--- src/rtl/pll_lock_supervisor_if.sv ---
// Status and control lines between the PLL lock supervisor and the PLL and reset fabric.
// The supervisor side uses the master modport. The consumer of its resets uses the slave modport.
interface pll_lock_supervisor_if #(
  parameter int RC_W = 2
);
  logic            pll_locked;
  logic            pll_reset;
  logic            sys_reset;
  logic            ready;
  logic            fault;
  logic [RC_W-1:0] retry_count;
  logic [7:0]      lock_loss_count;

  modport master (
    input  pll_locked,
    output pll_reset, sys_reset, ready, fault, retry_count, lock_loss_count
  );

  modport slave (
    output pll_locked,
    input  pll_reset, sys_reset, ready, fault, retry_count, lock_loss_count
  );
endinterface

--- src/rtl/pll_lock_supervisor.sv ---
// PLL reset/lock sequencer: pulses PLL reset, qualifies lock, releases sys_reset, retries, faults.
// Build option PLL_SUP_AUTO_RECOVER_EN: loss of lock in RUN restarts the sequence instead of faulting.
module pll_lock_supervisor #(
  parameter int PLL_RST_CYCLES      = 16,
  parameter int LOCK_STABLE_CYCLES  = 1024,
  parameter int LOCK_TIMEOUT_CYCLES = 100000,
  parameter int MAX_RETRIES         = 3
) (
  input  logic                  clk_in1,
  input  logic                  reset,
  pll_lock_supervisor_if.master sup
);

  localparam int RC_W    = (MAX_RETRIES > 0) ? $clog2(MAX_RETRIES + 1) : 1;
  localparam int CNT_M1  = (PLL_RST_CYCLES > LOCK_STABLE_CYCLES) ? PLL_RST_CYCLES : LOCK_STABLE_CYCLES;
  localparam int CNT_MAX = (CNT_M1 > LOCK_TIMEOUT_CYCLES) ? CNT_M1 : LOCK_TIMEOUT_CYCLES;
  localparam int CNT_W   = (CNT_MAX > 1) ? $clog2(CNT_MAX) : 1;

  localparam logic [CNT_W-1:0] RST_LAST    = CNT_W'(PLL_RST_CYCLES - 1);
  localparam logic [CNT_W-1:0] STABLE_LAST = CNT_W'(LOCK_STABLE_CYCLES - 1);
  localparam logic [CNT_W-1:0] TMO_LAST    = CNT_W'(LOCK_TIMEOUT_CYCLES - 1);
  localparam logic [RC_W-1:0]  RETRY_MAX   = RC_W'(MAX_RETRIES);

  localparam logic [2:0] S_PLL_RST   = 3'd0;
  localparam logic [2:0] S_WAIT_LOCK = 3'd1;
  localparam logic [2:0] S_STABLE    = 3'd2;
  localparam logic [2:0] S_RUN       = 3'd3;
  localparam logic [2:0] S_FAULT     = 3'd4;

  logic             sync1_q, sync2_q;
  logic             lk;
  logic [2:0]       state_q, state_d;
  logic [CNT_W-1:0] cnt_q, cnt_d;
  logic [RC_W-1:0]  retry_q, retry_d;
  logic [7:0]       loss_q, loss_d;
  logic             pll_reset_q, pll_reset_d;
  logic             sys_reset_q, sys_reset_d;
  logic             ready_q, ready_d;
  logic             fault_q, fault_d;

  assign lk = sync2_q;

  always_ff @(posedge clk_in1 or posedge reset) begin
    if (reset) begin
      sync1_q <= 1'b0;
      sync2_q <= 1'b0;
    end else begin
      sync1_q <= sup.pll_locked;
      sync2_q <= sync1_q;
    end
  end

  always_comb begin
    state_d = state_q;
    retry_d = retry_q;
    loss_d  = loss_q;
    case (state_q)
      S_PLL_RST: begin
        if (cnt_q == RST_LAST) state_d = S_WAIT_LOCK;
      end
      S_WAIT_LOCK: begin
        // Lock takes priority over a coincident timeout.
        if (lk) begin
          state_d = S_STABLE;
        end else if (cnt_q == TMO_LAST) begin
          if (retry_q == RETRY_MAX) begin
            state_d = S_FAULT;
          end else begin
            retry_d = retry_q + RC_W'(1);
            state_d = S_PLL_RST;
          end
        end
      end
      S_STABLE: begin
        if (!lk) begin
          state_d = S_WAIT_LOCK;
        end else if (cnt_q == STABLE_LAST) begin
          state_d = S_RUN;
          retry_d = '0;
        end
      end
      S_RUN: begin
        if (!lk) begin
          if (loss_q != 8'hFF) loss_d = loss_q + 8'd1;
`ifdef PLL_SUP_AUTO_RECOVER_EN
          state_d = S_PLL_RST;
          retry_d = '0;
`else
          state_d = S_FAULT;
`endif
        end
      end
      S_FAULT: begin
        state_d = S_FAULT;
      end
      default: begin
        state_d = S_PLL_RST;
      end
    endcase
  end

  // The counter restarts on every state change and only advances in the timed states.
  always_comb begin
    cnt_d = cnt_q;
    if (state_d != state_q) begin
      cnt_d = '0;
    end else if ((state_q == S_PLL_RST) || (state_q == S_WAIT_LOCK) || (state_q == S_STABLE)) begin
      cnt_d = cnt_q + CNT_W'(1);
    end
  end

  always_comb begin
    pll_reset_d = (state_d == S_PLL_RST) || (state_d == S_FAULT);
    sys_reset_d = (state_d != S_RUN);
    ready_d     = (state_d == S_RUN);
    fault_d     = (state_d == S_FAULT);
  end

  always_ff @(posedge clk_in1 or posedge reset) begin
    if (reset) begin
      state_q     <= S_PLL_RST;
      cnt_q       <= '0;
      retry_q     <= '0;
      loss_q      <= '0;
      pll_reset_q <= 1'b1;
      sys_reset_q <= 1'b1;
      ready_q     <= 1'b0;
      fault_q     <= 1'b0;
    end else begin
      state_q     <= state_d;
      cnt_q       <= cnt_d;
      retry_q     <= retry_d;
      loss_q      <= loss_d;
      pll_reset_q <= pll_reset_d;
      sys_reset_q <= sys_reset_d;
      ready_q     <= ready_d;
      fault_q     <= fault_d;
    end
  end

  assign sup.pll_reset       = pll_reset_q;
  assign sup.sys_reset       = sys_reset_q;
  assign sup.ready           = ready_q;
  assign sup.fault           = fault_q;
  assign sup.retry_count     = retry_q;
  assign sup.lock_loss_count = loss_q;

endmodule

--- src/flat_wrapper.sv ---
// flat-port wrapper written by rule: the top's interface ports become plain ports
module pll_lock_supervisor_flat 
#(
  parameter int PLL_RST_CYCLES      = 16,
  parameter int LOCK_STABLE_CYCLES  = 1024,
  parameter int LOCK_TIMEOUT_CYCLES = 100000,
  parameter int MAX_RETRIES         = 3
)
  (clk_in1, reset, sup_pll_locked, sup_pll_reset, sup_sys_reset, sup_ready, sup_fault, sup_retry_count, sup_lock_loss_count);
  pll_lock_supervisor_if #(.RC_W((2))) sup_i ();
  input  logic clk_in1;
  input  logic reset;
  input wire logic [$bits(sup_i.pll_locked)-1:0] sup_pll_locked;
  output wire logic [$bits(sup_i.pll_reset)-1:0] sup_pll_reset;
  output wire logic [$bits(sup_i.sys_reset)-1:0] sup_sys_reset;
  output wire logic [$bits(sup_i.ready)-1:0] sup_ready;
  output wire logic [$bits(sup_i.fault)-1:0] sup_fault;
  output wire logic [$bits(sup_i.retry_count)-1:0] sup_retry_count;
  output wire logic [$bits(sup_i.lock_loss_count)-1:0] sup_lock_loss_count;
  assign sup_i.pll_locked = sup_pll_locked;
  assign sup_pll_reset = sup_i.pll_reset;
  assign sup_sys_reset = sup_i.sys_reset;
  assign sup_ready = sup_i.ready;
  assign sup_fault = sup_i.fault;
  assign sup_retry_count = sup_i.retry_count;
  assign sup_lock_loss_count = sup_i.lock_loss_count;
  pll_lock_supervisor #(.PLL_RST_CYCLES(PLL_RST_CYCLES), .LOCK_STABLE_CYCLES(LOCK_STABLE_CYCLES), .LOCK_TIMEOUT_CYCLES(LOCK_TIMEOUT_CYCLES), .MAX_RETRIES(MAX_RETRIES)) u_core (.clk_in1(clk_in1), .reset(reset), .sup(sup_i));
endmodule
--- config.mk ---
export PLATFORM = sky130hd
export DESIGN_NAME = pll_lock_supervisor_flat
export DESIGN_NICKNAME = d
export VERILOG_FILES = /design/src/rtl/pll_lock_supervisor_if.sv /design/src/rtl/pll_lock_supervisor.sv /design/src/flat_wrapper.sv
export SDC_FILE = /design/constraint.sdc
export NUM_CORES = 1
export LEC_CHECK = 0
export CAP_MARGIN = 15
export CORE_ASPECT_RATIO = 1.5
export CORE_MARGIN = 2
export CORE_UTILIZATION = 50
export DETAILED_ROUTE_END_ITERATION = 7
export PLACE_DENSITY_LB_ADDON = 0.08
export SYNTH_ARGS = -nofsm -noshare
export SYNTH_HDL_FRONTEND = slang
export SYNTH_SLANG_ARGS = --single-unit
export TNS_END_PERCENT = 100
--- constraint.sdc ---
create_clock -name clk_in1 -period 2.4 [get_ports clk_in1]
set_clock_uncertainty 0.05 [all_clocks]
set_input_delay 0.6 -clock clk_in1 [delete_from_list [all_inputs] [get_ports clk_in1]]
set_output_delay 0.6 -clock clk_in1 [all_outputs]
set_load 0.005 [all_outputs]
==> flow_summary.ini <==
[global_routing]
grtUsageMet2_pct = 37.4
globalRouteMet1Util_pct = 22.5
grt_pass1_wl_um = 6450
number_of_antenna_violations_at_the_first_check_in_global_routing = 0
gr-max-usage-layer = met2
grt_overflow = 0
met3_use_gr_pct = 4.37
grt_max_degree = 37
track_usage_pct = 20.9
vias_in_the_first_global_route = 1461

[worst_setup_path]
worst_setup_path_start_kind = register
top_fanout_value_on_the_critical_path = 6
number_of_buffers_and_inverters_on_the_critical_path = 0
worstReg2RegStart = u_core.cnt_q[12]
worst_setup_path_end_kind = register
worstSetupPathType = register to register
crit-reg2reg-capture = u_core.sup.retry_count[0]
cp_slowest_stage_delay_ps = 540
reg2reg_depth = 5
crit_slowest_cell = sky130_fd_sc_hd__or4_4
crit_path_cell_trace = or4_4 -> and4bb_2 -> a21oi_1 -> a311oi_2 -> mux2_2
cp.arrival_ps = 2370
crit_family = simple AND/OR/NAND/NOR gates
worst-r2r-setup-slack_ps = 150
crit_required_ps = 2520

[finish]
design.final.nets = 203
area_delta_synth_final_pct = 17.8
antenna_cells = 0
postLayoutCoreUtil_pct = 59.9
drive_gt1_share_pct = 13.6
fillerInstances = 313

[min_path]
min_path_cells = 0
hold-path-endpoint = u_core.lk
min-delay-path-class = register to register
holdCritStartpoint = u_core.sync1_q

[synth]
synth_top_family_by_area = simple AND/OR/NAND/NOR gates
syn-num-nets = 179
syn_area_um2 = 1840
async_set_or_reset_register_ratio_after_synthesis_pct = 100
number_of_flops_mapped_to_enable_cells_by_yosys = 0
syn_inst = 173
synthTopCellsByArea = sky130_fd_sc_hd__dfrtp_1 46%, sky130_fd_sc_hd__xnor2_1 7.1%, sky130_fd_sc_hd__xor2_1 4.3%
number_of_distinct_library_cell_variants_in_the_gate_level_netlist_after_synthesis = 40
synth_xor_xnor_area_share_pct = 11.4
ys_ff_latch = 36
area_leader_netlist = sky130_fd_sc_hd__dfrtp_1
synth_mux_area_share_pct = 2.38
yosys_warnings = 0
synth-compound-area-share_pct = 9.93
avg_cell_area_syn_um2 = 10.6
synth_fa_ha_area_share_pct = 2.04
synth_simple_gate_area_share_pct = 22.3
synth_sequential_area_ratio_pct = 49.1
flip_flop_cell_with_the_highest_count_after_synthesis = sky130_fd_sc_hd__dfrtp_1
synth.top_cell.area_share_pct = 46.3

[sta]
setup_viol = 0
final_sum_of_negative_setup_slack_ps = 0
setup_repair_after_global_routing_missed_its_margin = no
tightest_slew_ps = 457
finalWorstPathRequiredPeriod_ps = 2250
fin_worst_hold_slack_ps = 307
slew-limit-headroom_pct = 69.6
timing.fmax_mhz = 444
finalCritPeriodShare_pct = 93.8
timing.final.hold_violations = 0
drv_slew = 0

[floorplanning]
floorplan_die_height_um = 78.3
die_area_um2 = 4190
top_level_ports = 17
start_util_pct = 50.9
fp.dieW_um = 53.5
core_um2 = 3610
row_count = 27

[clock_network]
clk_pin_slew_ps = 70
cts-buffers-inserted = 5
cts_resized = 0
latest_clock_arrival_within_the_worst_skew_pair_ps = 290
cts_tree = yes
cts-hold-fix-buffers = 0
cts.root.buffer_cell = sky130_fd_sc_hd__clkbuf_8
tritoncts_num_sinks = 36
max-clock-path-buffers = 2
post_cts.repair.setup_buffers = 0
cts.htree.levels = 2

[routing]
num_vias = 1375
drt_drc_violations_left = 0
drt_first_iter_violations = 41
dr.pass1.iters = 4
per_cell_via_count_in_the_routed_design = 5.71
route.final.wire_length_um = 3870
antenna_left = 0
drt-wirelength-per-cell_um = 16.1

[placed_design]
globalplace.congestion = 0.810
dpl.hpwl_um = 2830
port-buffer-count = 16

[power_and_ir_drop]
p_leak_nw = 0.920
p_per_area_nw_per_um2 = 834
ir_worst_vdd_uv = 598

[run_status]
status = finished clean

[job]
maxCapViolCount = 0
[worst max path at each step]
stage | start | endpoint | slack, ps | cells past startpoint
finish | u_core.cnt_q[12] | u_core.sup.retry_count[0] | 150 | 5
detailed placement | u_core.cnt_q[12] | u_core.sup.retry_count[0] | 180 | 5
floorplan | u_core.cnt_q[12] | u_core.sup.retry_count[0] | 260 | 5
CTS | u_core.cnt_q[12] | u_core.sup.retry_count[0] | 160 | 5
global placement | u_core.cnt_q[12] | u_core.sup.retry_count[1] | 220 | 5
global route | u_core.cnt_q[12] | u_core.sup.retry_count[0] | 80 | 5
[cells by family (layout without fill, tap and decap cells)]
logic type                 after synthesis  in the layout
adders and majority gates                3              3
muxes                                    4              4
DFF                                     36             36
xor gates and xnor gates                24             24
buffers and inverters                   10             35
and+or+nand+nor                         75             75
AOI/OAI and AO/OA                       21             21
[cell usage in the layout, fill, tap and decap left out, drive strengths merged]
| cell type | netlist | layout |
|---|---|---|
| xnor2 | 15 | 15 |
| dfrtp | 34 | 34 |
| nand2 | 12 | 12 |
| a211oi | 10 | 10 |
| a21oi | 5 | 5 |
| and2 | 2 | 2 |
| nor4 | 4 | 4 |
| or3 | 1 | 1 |
| nor3 | 8 | 8 |
| ha | 3 | 3 |
| nand3 | 10 | 10 |
| inv | 5 | 5 |
| buf | 4 | 6 |
| a2111o | 1 | 1 |
| nand4 | 6 | 6 |
| and3 | 3 | 3 |
| dfstp | 2 | 2 |
| nand2b | 2 | 2 |
| and3b | 1 | 1 |
| xor2 | 9 | 9 |
| nor2b | 3 | 3 |
| and4 | 3 | 3 |
| a311oi | 2 | 2 |
| a31o | 1 | 1 |
| and4bb | 1 | 1 |
| o21ai | 1 | 1 |
| or4 | 1 | 1 |
| clkdlybuf4s50 | 0 | 16 |
| a221oi | 1 | 1 |
| clkbuf | 1 | 8 |
| nor4b | 1 | 1 |
| mux2i | 1 | 1 |
| nor2 | 17 | 17 |
| mux2 | 3 | 3 |
[per-stage QoR]
stage	std cells	power, W	setup WS [ps]	area [µm²]
2_1_floorplan	173	0.00116	262	1840
3_3_place_gp	233	0.00132	223	2070
3_5_place_dp	233	0.00135	182	2070
4_1_cts	241	0.00182	160	2170
5_1_grt	241	0.00191	75.1	2170
6_report	241	0.00181	149	2170
[area by class of cell]
cell class,instances,area [µm²],share of cell area (%)
tap,43,53.8,2.48
timing repair buffer,22,205,9.47
multi-input combinational,127,885,40.8
sequential,36,903,41.7
inverter,5,18.8,0.867
clock buffer,8,100,4.62
[layer usage]
layer	wire length [µm]	up-vias	share of wire (%)
li1	-	664	-
met1	1530	684	39
met2	2150	19	55
met3	112	8	2.9
met4	82	0	2.1
met5	0	-	0
[flip-flops by register name (all words and copies together), names as in the netlist]
signal and cells:
u_core.state_q 3, u_core.sup.ready 1, u_core.cnt_q 17, u_core.sup.lock_loss_count 8, u_core.sup.fault 1, u_core.sup.retry_count 2
u_core.sup.pll_reset 1, u_core.sup.sys_reset 1, u_core.lk 1, u_core.sync1_q 1
[cells in the mapped netlist (all sizes together), types with 5 or more instances]
| cell | n |
|---|---|
| dfrtp | 34 |
| nor2 | 17 |
| xnor2 | 15 |
| nand2 | 12 |
| a211oi | 10 |
| nand3 | 10 |
| xor2 | 9 |
| nor3 | 8 |
| nand4 | 6 |
| a21oi | 5 |
| inv | 5 |
[worst reg2reg max path: cells and delay by family (launching register included)]
kind	cells	cell delay, ps
AND/OR/NAND/NOR	2	870
flip-flops	1	440
AO/OA/AOI/OAI	2	400
multiplexers	1	370
[where the power goes]
part / total, W / leakage, nW / switching [W] / internal, W
Combinational: 0.000518 / 0.388 / 0.000282 / 0.000236
Clock: 0.000472 / 0.0515 / 0.000210 / 0.000262
Sequential: 0.000816 / 0.480 / 0.000114 / 0.000701
Total: 0.00181 / 0.920 / 0.000607 / 0.00120
Note: power is estimated with default switching activity, not from simulation.
